$ cat src/rtl/stage_fetch_decoupled_pkg.sv
// Shared types for the decoupled fetch stage: cache lane data, predictor request/response,
// fetch-queue entries and the fetch FSM state.
package stage_fetch_decoupled_pkg;

  localparam int ADDR_W       = 32;
  localparam int INST_W       = 32;
  localparam int CACHE_LINE_W = 32;
  localparam int GHR_W        = 8;

  localparam logic [6:0] OPC_BRANCH = 7'b1100011;

  typedef enum logic {
    FS_RUN,
    FS_MISS
  } FETCH_STATE;

  typedef struct packed {
    logic                    valid;
    logic [CACHE_LINE_W-1:0] cache_line;
  } CACHE_DATA;

  typedef struct packed {
    logic              valid;
    logic [ADDR_W-1:0] pc;
    logic              used;
  } BP_PREDICT_REQUEST;

  typedef struct packed {
    logic              taken;
    logic [ADDR_W-1:0] target;
    logic [GHR_W-1:0]  ghr_snapshot;
  } BP_PREDICT_RESPONSE;

  typedef struct packed {
    logic [ADDR_W-1:0] pc;
    logic [INST_W-1:0] inst;
    logic              is_branch;
    logic              bp_taken;
    logic [ADDR_W-1:0] bp_target;
    logic [GHR_W-1:0]  bp_ghr;
  } FETCH_ENTRY;

  localparam int CACHE_W   = $bits(CACHE_DATA);
  localparam int BP_REQ_W  = $bits(BP_PREDICT_REQUEST);
  localparam int BP_RESP_W = $bits(BP_PREDICT_RESPONSE);
  localparam int FE_W      = $bits(FETCH_ENTRY);

  function automatic logic isBranchOpcode(input logic [6:0] opcode);
    return opcode == OPC_BRANCH;
  endfunction

endpackage

$ cat src/rtl/stage_fetch_decoupled_queue.sv
// Circular FIFO of fetch bundles with a flush that empties it in one cycle.
// Pointers wrap naturally because DEPTH is a power of two.
module fetch_queue #(
  parameter type T     = logic,
  parameter int  DEPTH = 4
) (
  input  logic                   clock,
  input  logic                   reset,
  input  logic                   flush_i,
  input  logic                   enq_i,
  input  T                       data_i,
  input  logic                   deq_i,
  output T                       head_o,
  output logic                   full_o,
  output logic                   empty_o,
  output logic [$clog2(DEPTH):0] count_o
);

  localparam int PTR_W = $clog2(DEPTH);
  localparam int CNT_W = PTR_W + 1;

  T                 mem_q [DEPTH];
  logic [PTR_W-1:0] head_q;
  logic [PTR_W-1:0] tail_q;
  logic [CNT_W-1:0] count_q;

  logic doEnq;
  logic doDeq;

  assign empty_o = (count_q == '0);
  assign full_o  = (count_q == CNT_W'(DEPTH));
  assign count_o = count_q;
  assign head_o  = mem_q[head_q];

  assign doDeq = deq_i && !empty_o;
  assign doEnq = enq_i && (!full_o || doDeq);

  // Flush wins over any same-cycle enqueue or dequeue.
  always_ff @(posedge clock) begin
    if (reset || flush_i) begin
      head_q  <= '0;
      tail_q  <= '0;
      count_q <= '0;
    end else begin
      if (doEnq) tail_q <= tail_q + PTR_W'(1);
      if (doDeq) head_q <= head_q + PTR_W'(1);
      case ({doEnq, doDeq})
        2'b10:   count_q <= count_q + CNT_W'(1);
        2'b01:   count_q <= count_q - CNT_W'(1);
        default: count_q <= count_q;
      endcase
    end
  end

  always_ff @(posedge clock) begin
    if (doEnq && !flush_i && !reset) mem_q[tail_q] <= data_i;
  end

endmodule

$ cat src/rtl/stage_fetch_decoupled.sv
// N-lane fetch front end: lane scan, bundle truncation at the first predicted-taken branch,
// PC/FSM control and a fetch queue decoupling the icache from instruction-buffer backpressure.
module stage_fetch_decoupled
  import stage_fetch_decoupled_pkg::*;
#(
  parameter int          N        = 2,
  parameter int          FQ_DEPTH = 4,
  parameter logic [31:0] RESET_PC = 32'h0
) (
  input  logic                  clock,
  input  logic                  reset,
  output logic [N*ADDR_W-1:0]   icache_read_addr_o,
  input  logic [N*CACHE_W-1:0]  icache_cache_out_i,
  output logic [BP_REQ_W-1:0]   bp_predict_req_o,
  input  logic [BP_RESP_W-1:0]  bp_predict_resp_i,
  input  logic                  ib_ready_i,
  output logic                  ib_valid_o,
  output logic [N*FE_W-1:0]     ib_fetch_o,
  output logic [N-1:0]          ib_lane_valid_o,
  input  logic                  redirect_valid_i,
  input  logic [ADDR_W-1:0]     redirect_pc_i,
  input  logic                  fetch_enable_i,
  output logic                  fetch_stall_o,
  output logic [31:0]           miss_cycles_o,
  output logic [ADDR_W-1:0]     pc_debug_o
);

  localparam int LANE_W = (N > 1) ? $clog2(N) : 1;
  localparam int CNT_W  = $clog2(FQ_DEPTH) + 1;

  typedef struct packed {
    FETCH_ENTRY [N-1:0] entries;
    logic [N-1:0]       lane_valid;
  } FETCH_BUNDLE;

  FETCH_STATE         state_q;
  logic [ADDR_W-1:0]  pc_q;
  logic [ADDR_W-1:0]  pc_d;
  logic [31:0]        missCycles_q;

  CACHE_DATA          lanes [N];
  BP_PREDICT_RESPONSE bpResp;
  BP_PREDICT_REQUEST  bpReq;
  FETCH_BUNDLE        newBundle;
  FETCH_BUNDLE        headBundle;

  logic              found;
  logic [LANE_W-1:0] firstBr;
  logic [LANE_W-1:0] cut;
  logic              predTaken;
  logic              bundleReady;
  logic              hasSpace;
  logic              enq;
  logic              deq;
  logic              qFull;
  logic              qEmpty;
  logic [CNT_W-1:0]  qCount;

  assign bpResp = bp_predict_resp_i;

  // Scan lanes for the lowest valid branch and decide how much of the bundle is needed.
  always_comb begin
    found       = 1'b0;
    firstBr     = '0;
    bundleReady = 1'b1;
    for (int i = 0; i < N; i++) begin
      lanes[i] = icache_cache_out_i[i*CACHE_W +: CACHE_W];
    end
    for (int i = N - 1; i >= 0; i--) begin
      if (lanes[i].valid && isBranchOpcode(lanes[i].cache_line[6:0])) begin
        found   = 1'b1;
        firstBr = LANE_W'(i);
      end
    end
    predTaken = found && bpResp.taken;
    cut       = predTaken ? firstBr : LANE_W'(N - 1);
    for (int i = 0; i < N; i++) begin
      if (i <= int'(cut) && !lanes[i].valid) bundleReady = 1'b0;
    end
  end

  assign deq      = ib_valid_o && ib_ready_i;
  assign hasSpace = (int'(qCount) < FQ_DEPTH) || deq;
  assign enq      = (state_q == FS_RUN) && fetch_enable_i && bundleReady
                    && !redirect_valid_i && hasSpace;

  // Lanes past the cut are left fully zeroed with their valid bit clear.
  always_comb begin
    newBundle          = '0;
    icache_read_addr_o = '0;
    for (int i = 0; i < N; i++) begin
      icache_read_addr_o[i*ADDR_W +: ADDR_W] = pc_q + ADDR_W'(4 * i);
      if (i <= int'(cut)) begin
        newBundle.lane_valid[i]   = 1'b1;
        newBundle.entries[i].pc   = pc_q + ADDR_W'(4 * i);
        newBundle.entries[i].inst = lanes[i].cache_line[INST_W-1:0];
        if (found && i == int'(firstBr)) begin
          newBundle.entries[i].is_branch = 1'b1;
          newBundle.entries[i].bp_taken  = bpResp.taken;
          newBundle.entries[i].bp_target = bpResp.target;
          newBundle.entries[i].bp_ghr    = bpResp.ghr_snapshot;
        end
      end
    end
  end

  always_comb begin
    bpReq.valid = fetch_enable_i && found;
    bpReq.pc    = pc_q + ADDR_W'(4 * int'(firstBr));
    bpReq.used  = enq && found;
  end

  assign bp_predict_req_o = bpReq;

  always_comb begin
    pc_d = pc_q;
    if (redirect_valid_i)   pc_d = redirect_pc_i;
    else if (enq && predTaken) pc_d = bpResp.target;
    else if (enq)           pc_d = pc_q + ADDR_W'(4 * N);
  end

  // PC, fetch FSM and miss counter; a redirect always returns the FSM to RUN.
  always_ff @(posedge clock) begin
    if (reset) begin
      pc_q         <= RESET_PC;
      state_q      <= FS_RUN;
      missCycles_q <= '0;
    end else begin
      pc_q <= pc_d;
      case (state_q)
        FS_RUN: begin
          if (!redirect_valid_i && fetch_enable_i && !bundleReady && hasSpace)
            state_q <= FS_MISS;
        end
        FS_MISS: begin
          if (missCycles_q != 32'hFFFF_FFFF) missCycles_q <= missCycles_q + 32'd1;
          if (redirect_valid_i || (fetch_enable_i && bundleReady)) state_q <= FS_RUN;
        end
        default: state_q <= FS_RUN;
      endcase
    end
  end

  fetch_queue #(
    .T     (FETCH_BUNDLE),
    .DEPTH (FQ_DEPTH)
  ) uQueue (
    .clock   (clock),
    .reset   (reset),
    .flush_i (redirect_valid_i),
    .enq_i   (enq),
    .data_i  (newBundle),
    .deq_i   (deq),
    .head_o  (headBundle),
    .full_o  (qFull),
    .empty_o (qEmpty),
    .count_o (qCount)
  );

  assign ib_valid_o      = !qEmpty;
  assign ib_fetch_o      = qEmpty ? '0 : headBundle.entries;
  assign ib_lane_valid_o = qEmpty ? '0 : headBundle.lane_valid;
  assign fetch_stall_o   = (state_q == FS_MISS) || (qFull && !deq);
  assign miss_cycles_o   = missCycles_q;
  assign pc_debug_o      = pc_q;

endmodule

$ cat config.mk
export PLATFORM = sky130hd
export DESIGN_NAME = stage_fetch_decoupled
export DESIGN_NICKNAME = d
export VERILOG_FILES = /design/src/rtl/stage_fetch_decoupled_pkg.sv /design/src/rtl/stage_fetch_decoupled_queue.sv /design/src/rtl/stage_fetch_decoupled.sv
export SDC_FILE = /design/constraint.sdc
export NUM_CORES = 1
export LEC_CHECK = 0
export CORE_ASPECT_RATIO = 0.5
export CORE_MARGIN = 4
export CORE_UTILIZATION = 45
export CTS_CLUSTER_SIZE = 30
export DETAILED_ROUTE_END_ITERATION = 10
export PLACE_DENSITY = 0.78
export SETUP_SLACK_MARGIN = 0.2
export SLEW_MARGIN = 20
export SYNTH_ARGS = -nofsm -noshare
export SYNTH_HDL_FRONTEND = slang
export SYNTH_SLANG_ARGS = --single-unit
$ cat constraint.sdc
create_clock -name clock -period 14.1 [get_ports clock]
set_input_delay 2.82 -clock clock [delete_from_list [all_inputs] [get_ports clock]]
set_output_delay 2.82 -clock clock [all_outputs]
set_load 0.02 [all_outputs]
==> results.toml, run 1 <==
[floorplanning]
fp.coreArea_um2 = 84800
dieArea_um2 = 91700
initial_utilization = 0.459
dieHeight_um = 216
rows = 75
die_w_um = 424
pin_count = 522

[synth]
yosys_warnings = 0
synth-edff-count = 852
synthesis.instances = 2259
ys_types = 71
ys_ff_latch = 926
syn_nets = 2413
postSynthAreaPerCell_um2 = 17.3
synth_flop_cell = "edfxtp_1"
syn_area_um2 = 39000
yosysSeqAreaShare = 0.694
async_reset_ff_frac = 0

[pwr]
clockPowerShare = 0.401
max-vdd-ir-drop_v = 0.0000885
power_density_nw_per_um2 = 117
internal-power_mw = 4.35
p_seq_frac = 0.545
switching_share = 0.213
p_sw_mw = 1.17
p_comb_frac = 0.054
leakage_nw = 14.8

[timing]
max_freq_mhz = 95.6
slew_headroom = 0.211
tightest_slew_ns = 1.18
finalCritPeriodShare = 0.742
drv_slew = 0
fin_crit_ns = 10.46
finalSetupViolations = 0
finalClockSkew_ns = 0.0386
tns_ns = 0
rsz0062_at_grt = "no"
hold_viol = 0

[final_layout]
fillers = 6523
seqCellArea_um2 = 27100
drive_above_1_share = 0.148
multi_input_area_um2 = 10600
stdcell_area_um2 = 47300
syn_to_final_growth_pct = 21.3
nets = 2845

[placed_design]
gp_congestion = 0.935
dp_hpwl_um = 65100
post_dp_cell_area_um2 = 44600
io_buffer_count = 521

[run_status]
status = "completed"

[setup_path]
rrSetupSlack_ns = 9.69
critPathKind = "primary input to output port"
cp.depth = 13
slowest_delay_ns = 0.72
arrival_ns = 7.64
worst-path-buf-inv = 2
r2r_start = "state_q"
cp_cell_sequence = "clkdlybuf4s50_1 -> nand4b_1 -> or4_1 -> nor2_4 -> ha_1 -> ha_1 -> nand3_1 -> or2_2 -> nor2_1 -> and3_1 -> nand2_1 -> xnor2_1 -> clkdlybuf4s50_1"
endpoint_kind = "output port"
startpoint_type = "primary input"
slowest_stage = "clkdlybuf4s50_1"
path_delay_family = "simple AND/OR/NAND/NOR gates"
crit_required_ns = 11.28
cp_max_fo = 15
r2r_cells = 6
r2r_end = "uQueue.mem_q[0][64]"

[cts]
ctsHoldBuffers = 0
cts.clk_slew.worst_paths_ns = 0.07
cts_tree = "built"
cts_buffer_depth = 3
htree_levels = 3
cts_sinks = 926
cts_setup_buffers = 0
cts_buffers = 82
worstSkewPairLatency_ns = 0.66
cts_root_buf = "clkbuf_16"
cts_resized = 0

[worst_hold_path]
holdPathStages = 2
whs_endpoint = "uQueue.tail_q[1]"
min-delay-path-class = "flip-flop to flip-flop"
min_from = "uQueue.tail_q[1]"

[detailed_routing]
routed_wl_um = 102000
vias = 22000
ant_nets = 0
wire_per_inst_um = 26.1
via_per_inst = 5.60
firstDrtPassIters = 6
drc = 0
first_iter_violations = 2169

[global_routing]
grt_pass1_wl_um = 150000
antenna_found_initial = 11
grt_pass1_vias = 22300
grt_max_degree = 93
gr-total-overflow = 0
grt_use_total = 0.220

[flow_run]
drv_cap = 0
-- registers in the layout, indices dropped and copies added (netlist names), named ones only --
| register | cells |
|---|---|
| uQueue.count_o | 3 |
| state_q | 1 |
| uQueue.mem_q | 852 |
| uQueue.tail_q | 2 |
| uQueue.head_q | 2 |
| pc_debug_o | 32 |
| miss_cycles_o | 32 |
-- per-stage QoR --
step	hold slack, ns	power, mW	util	std cells	worst slack [ns]
finish	0.496	5.52	0.557	3922	3.64
global route	0.535	5.71	0.557	3920	3.41
CTS	0.498	5.57	0.557	3909	3.66
detailed placement	0.489	3.37	0.526	3761	3.68
global placement	0.483	3.36	0.526	3761	3.68
floorplan	0.469	3.22	-	2259	4.63
-- layout by cell type, fill, tap and decap left out, types with 6 or more instances in the layout --
cell type / Yosys / routed
o21ai_0: 18 / 18
a21oi_1: 26 / 26
and2_1: 323 / 323
nor4_1: 8 / 8
and4_1: 7 / 7
nand3_1: 30 / 30
buf_4: 73 / 39
dfxtp_1: 74 / 72
nor2_1: 65 / 63
edfxtp_1: 852 / 852
a22oi_1: 23 / 23
and3_1: 18 / 14
clkbuf_16: 0 / 85
o22ai_1: 13 / 13
clkinv_2: 0 / 8
inv_1: 15 / 15
nor2b_1: 42 / 42
nand2_1: 82 / 82
o211ai_1: 7 / 7
clkbuf_1: 73 / 16
nand4_1: 19 / 19
xor2_1: 44 / 44
or2_2: 6 / 6
diode_2: 0 / 12
bufinv_16: 0 / 6
clkdlybuf4s50_1: 0 / 520
xnor2_1: 60 / 60
clkinv_1: 0 / 21
mux4_2: 213 / 213
nor3_1: 19 / 18
ha_1: 9 / 9
-- worst reg2reg max path, stage by stage, from the launching register on --
cell	delay (ns)
dfxtp_1	0.48
nor4_2	0.49
and2_1	0.19
buf_4	0.34
and3_4	0.66
buf_4	0.86
buf_4	0.91
-- layer usage --
metal  vias to the layer above  part of all wire  global-route usage
li1                       9469                 -                   -
met1                     11400              0.37               0.268
met2                       855              0.53               0.387
met3                       223             0.059              0.0400
met4                         0             0.046              0.0971
met5                         -                 0                   0
-- cells in the mapped netlist, types with 3 or more instances --
cell type    n  share of area
a22oi_1     23         0.0044
nor4_4       3         0.0016
a21oi_1     26         0.0033
buf_2       29         0.0037
mux4_2     213           0.12
xor2_1      44         0.0099
edfxtp_1   852           0.66
a22o_1       4        0.00090
buf_4       73          0.014
dfxtp_1     74          0.038
ha_1         9         0.0029
clkbuf_1    73         0.0070
nor2_1      65         0.0063
nor4_1       8         0.0013
xnor2_1     60          0.013
mux2i_1      5         0.0013
and2_1     323          0.052
nand4_1     19         0.0030
and3_1      18         0.0029
nand2_1     82         0.0079
nor2b_1     42         0.0067
or3_1        6        0.00096
buf_6        8         0.0023
clkbuf_8    16         0.0057
nor3_1      19         0.0024
o211ai_1     7         0.0013
a31oi_1      5        0.00080
buf_1       12         0.0012
inv_1       15         0.0014
o21ai_0     18         0.0023
and4_1       7         0.0016
and3_2       5        0.00096
o22ai_1     13         0.0021
nand3_1     30         0.0039
or2_2        6        0.00096
a211oi_1     5        0.00096
-- worst max path at each step --
| stage | slack (ns) | to | from |
|---|---|---|---|
| after global routing | 3.41 | bp_predict_req_o[25] | icache_cache_out_i[65] |
| after detailed placement | 3.68 | bp_predict_req_o[29] | icache_cache_out_i[65] |
| after CTS | 3.66 | bp_predict_req_o[29] | icache_cache_out_i[65] |
| after global placement | 3.68 | bp_predict_req_o[29] | icache_cache_out_i[65] |
| after floorplan | 4.63 | uQueue.mem_q[0][0] | icache_cache_out_i[2] |
| final | 3.64 | bp_predict_req_o[25] | icache_cache_out_i[65] |
-- cell type report --
class,instances,area share
Multi-Input combinational cell,1105,0.223
Antenna cell,12,0.000635
Tap cell,1155,0.0306
Timing Repair Buffer,561,0.117
Clock inverter,45,0.00804
Clock buffer,103,0.0468
Sequential cell,926,0.572
Inverter,15,0.00119
-- power by group through the flow --
| stage | sequential (mW) | clock, mW | combinational (mW) |
|---|---|---|---|
| 3_3_place_gp | 3.07 | 0 | 0.294 |
| 5_1_grt | 3.01 | 2.38 | 0.312 |
| 6_report | 3.01 | 2.21 | 0.298 |
| 3_5_place_dp | 3.07 | 0 | 0.297 |
| 4_1_cts | 3.01 | 2.26 | 0.299 |
| 2_1_floorplan | 3.06 | 0 | 0.161 |
-- cell families after synthesis --
logic type,share of synthesized area
compound gates,0.0209
simple gates,0.0971
flops,0.694
xor+xnor,0.0234
mux,0.125
buf+inv,0.0358
fa+ha+maj,0.00340
No activity file was read; power rests on OpenSTA's default activity.
==> run 2, diff against run 1 <==
==> constraint.sdc (replaced) <==
create_clock -name clock -period 9.9 [get_ports clock]
set_input_delay 1.98 -clock clock [delete_from_list [all_inputs] [get_ports clock]]
set_output_delay 1.98 -clock clock [all_outputs]
set_load 0.02 [all_outputs]
==> run 2 against run 1 <==
Against the previous run:
- global-route usage decreased by 0.29 points
- cell count down 0.18%
- largest cell class unchanged
- critical path depth stayed put
==> results.toml, run 2 (synthesized netlist as in run 1, its figures left out) <==
[run_status]
status = "completed"

[cts]
worstSkewPairLatency_ns = 0.66
cts_tree = "built"
htree_levels = 3
cts_buffer_depth = 3
cts.clk_slew.worst_paths_ns = 0.06
cts_sinks = 926
cts_root_buf = "clkbuf_16"
ctsHoldBuffers = 0
cts_buffers = 82
cts_resized = 0
cts_setup_buffers = 0

[timing]
rsz0062_at_grt = "no"
drv_slew = 0
hold_viol = 0
finalClockSkew_ns = 0.0255
finalSetupViolations = 0
tightest_slew_ns = 1.10
slew_headroom = 0.265
fin_crit_ns = 8.79
finalCritPeriodShare = 0.888
max_freq_mhz = 114
setup_ws_ns = 1.11
tns_ns = 0

[setup_path]
critPathKind = "primary input to output port"
cp.depth = 13
slowest_delay_ns = 0.71
worst-path-buf-inv = 2
slowest_stage = "clkdlybuf4s50_1"
cp_cell_sequence = "clkdlybuf4s50_1 -> nand4b_1 -> or4_1 -> nor2_4 -> ha_1 -> ha_1 -> nand3_1 -> or2_2 -> nor2_1 -> and3_1 -> nand2_1 -> xnor2_1 -> clkdlybuf4s50_1"
cp_max_fo = 15
startpoint_type = "primary input"
crit_required_ns = 7.92
r2r_cells = 7
arrival_ns = 6.81
endpoint_kind = "output port"
path_delay_family = "simple AND/OR/NAND/NOR gates"

[final_layout]
fin_cells = 3915
final_core_util = 0.558
nets = 2837
largest_reg_flops = 852
top_register = "uQueue.mem_q"
layout_commonest_cell = "edfxtp_1"
fillers = 6541
drive_above_1_share = 0.148
final_cell_mix = "edfxtp_1, clkdlybuf4s50_1, and2_1, mux4_2, clkbuf_16"
syn_to_final_growth_pct = 21.5

[global_routing]
grt_use_total = 0.217
grt_pass1_wl_um = 149000
gr-total-overflow = 0
grt_pass1_vias = 22400
antenna_found_initial = 9
grt_max_degree = 147

[detailed_routing]
via_per_inst = 5.61
wire_per_inst_um = 25.9
vias = 22000
routed_wl_um = 102000
first_iter_violations = 2283
drc = 0
ant_nets = 0
firstDrtPassIters = 8

[pwr]
leakage_nw = 14.9
clockPowerShare = 0.408
p_comb_frac = 0.053
internal-power_mw = 6.25
p_seq_frac = 0.540
power_density_nw_per_um2 = 168
max-vdd-ir-drop_v = 0.000127
p_sw_mw = 1.70
switching_share = 0.214

[placed_design]
dp_hpwl_um = 63700
gp_congestion = 0.939
place_ws_ns = 1.18
placed_cells = 3754
io_buffer_count = 521

[floorplanning]
fp.coreArea_um2 = 84800
initial_utilization = 0.459
dieHeight_um = 216
dieArea_um2 = 91700
pin_count = 522
die_w_um = 424
rows = 75

[flow_run]
drv_cap = 0

[worst_hold_path]
min-delay-path-class = "flip-flop to flip-flop"
holdPathStages = 2
[run 2: changes by cell type in the layout (fill, tap and decap cells not counted), sizes merged]
cell      change
diode         -1
inv           +3
buf           -8
clkbuf        -1
bufinv        +2
clkinv        +2
clkinvlp      -4
[run 2: worst register-to-register path: stages (launching register included)]
cell,delay (ns)
dfxtp_1,0.74
ha_1,0.44
and4_1,0.68
nand3_4,0.15
nor4_4,0.81
nand4_1,0.21
xnor2_1,0.20
and2_1,0.24
[run 2: per-layer routing]
layer | GRT usage | routed length, um
met4 | 0.108 | 5620
met5 | 0 | 0
met1 | 0.266 | 37700
met3 | 0.0473 | 6300
met2 | 0.368 | 52000
[run 2: metrics by stage]
stage	cell area (um^2)	power (mW)	hold slack, ns
5_1_grt	47400	8.22	0.539
2_1_floorplan	39000	4.58	0.469
6_report	47400	7.95	0.497
3_3_place_gp	44600	4.79	0.479
4_1_cts	47300	8.01	0.502
3_5_place_dp	44600	4.80	0.493
[run 2: layout make-up]
class	instances	area [um^2]	share of cell area
Antenna cell	11	27.5	0.000581
Timing Repair Buffer	553	5510	0.116
Clock inverter	48	493	0.0104
Sequential cell	926	27100	0.572
Clock buffer	102	2200	0.0464
Multi-Input combinational cell	1105	10600	0.223
Inverter	15	56.3	0.00119
Tap cell	1155	1450	0.0305
[run 2: power groups by stage]
stage	sequential, mW	combinational (mW)	clock [mW]
after floorplan	4.35	0.229	0
after global placement	4.38	0.414	0
after detailed placement	4.38	0.419	0
after CTS	4.29	0.421	3.30
after global routing	4.29	0.439	3.49
final	4.29	0.420	3.24
[run 2: worst paths after layout]
kind                                              from                   end  slack, ns
worst max-delay path            icache_cache_out_i[65]  bp_predict_req_o[29]       1.11
worst min-delay path                  uQueue.tail_q[1]      uQueue.tail_q[1]       0.50
worst max register to register           pc_debug_o[4]  uQueue.mem_q[3][212]       6.13
worst min register to register        uQueue.tail_q[1]      uQueue.tail_q[1]       0.50
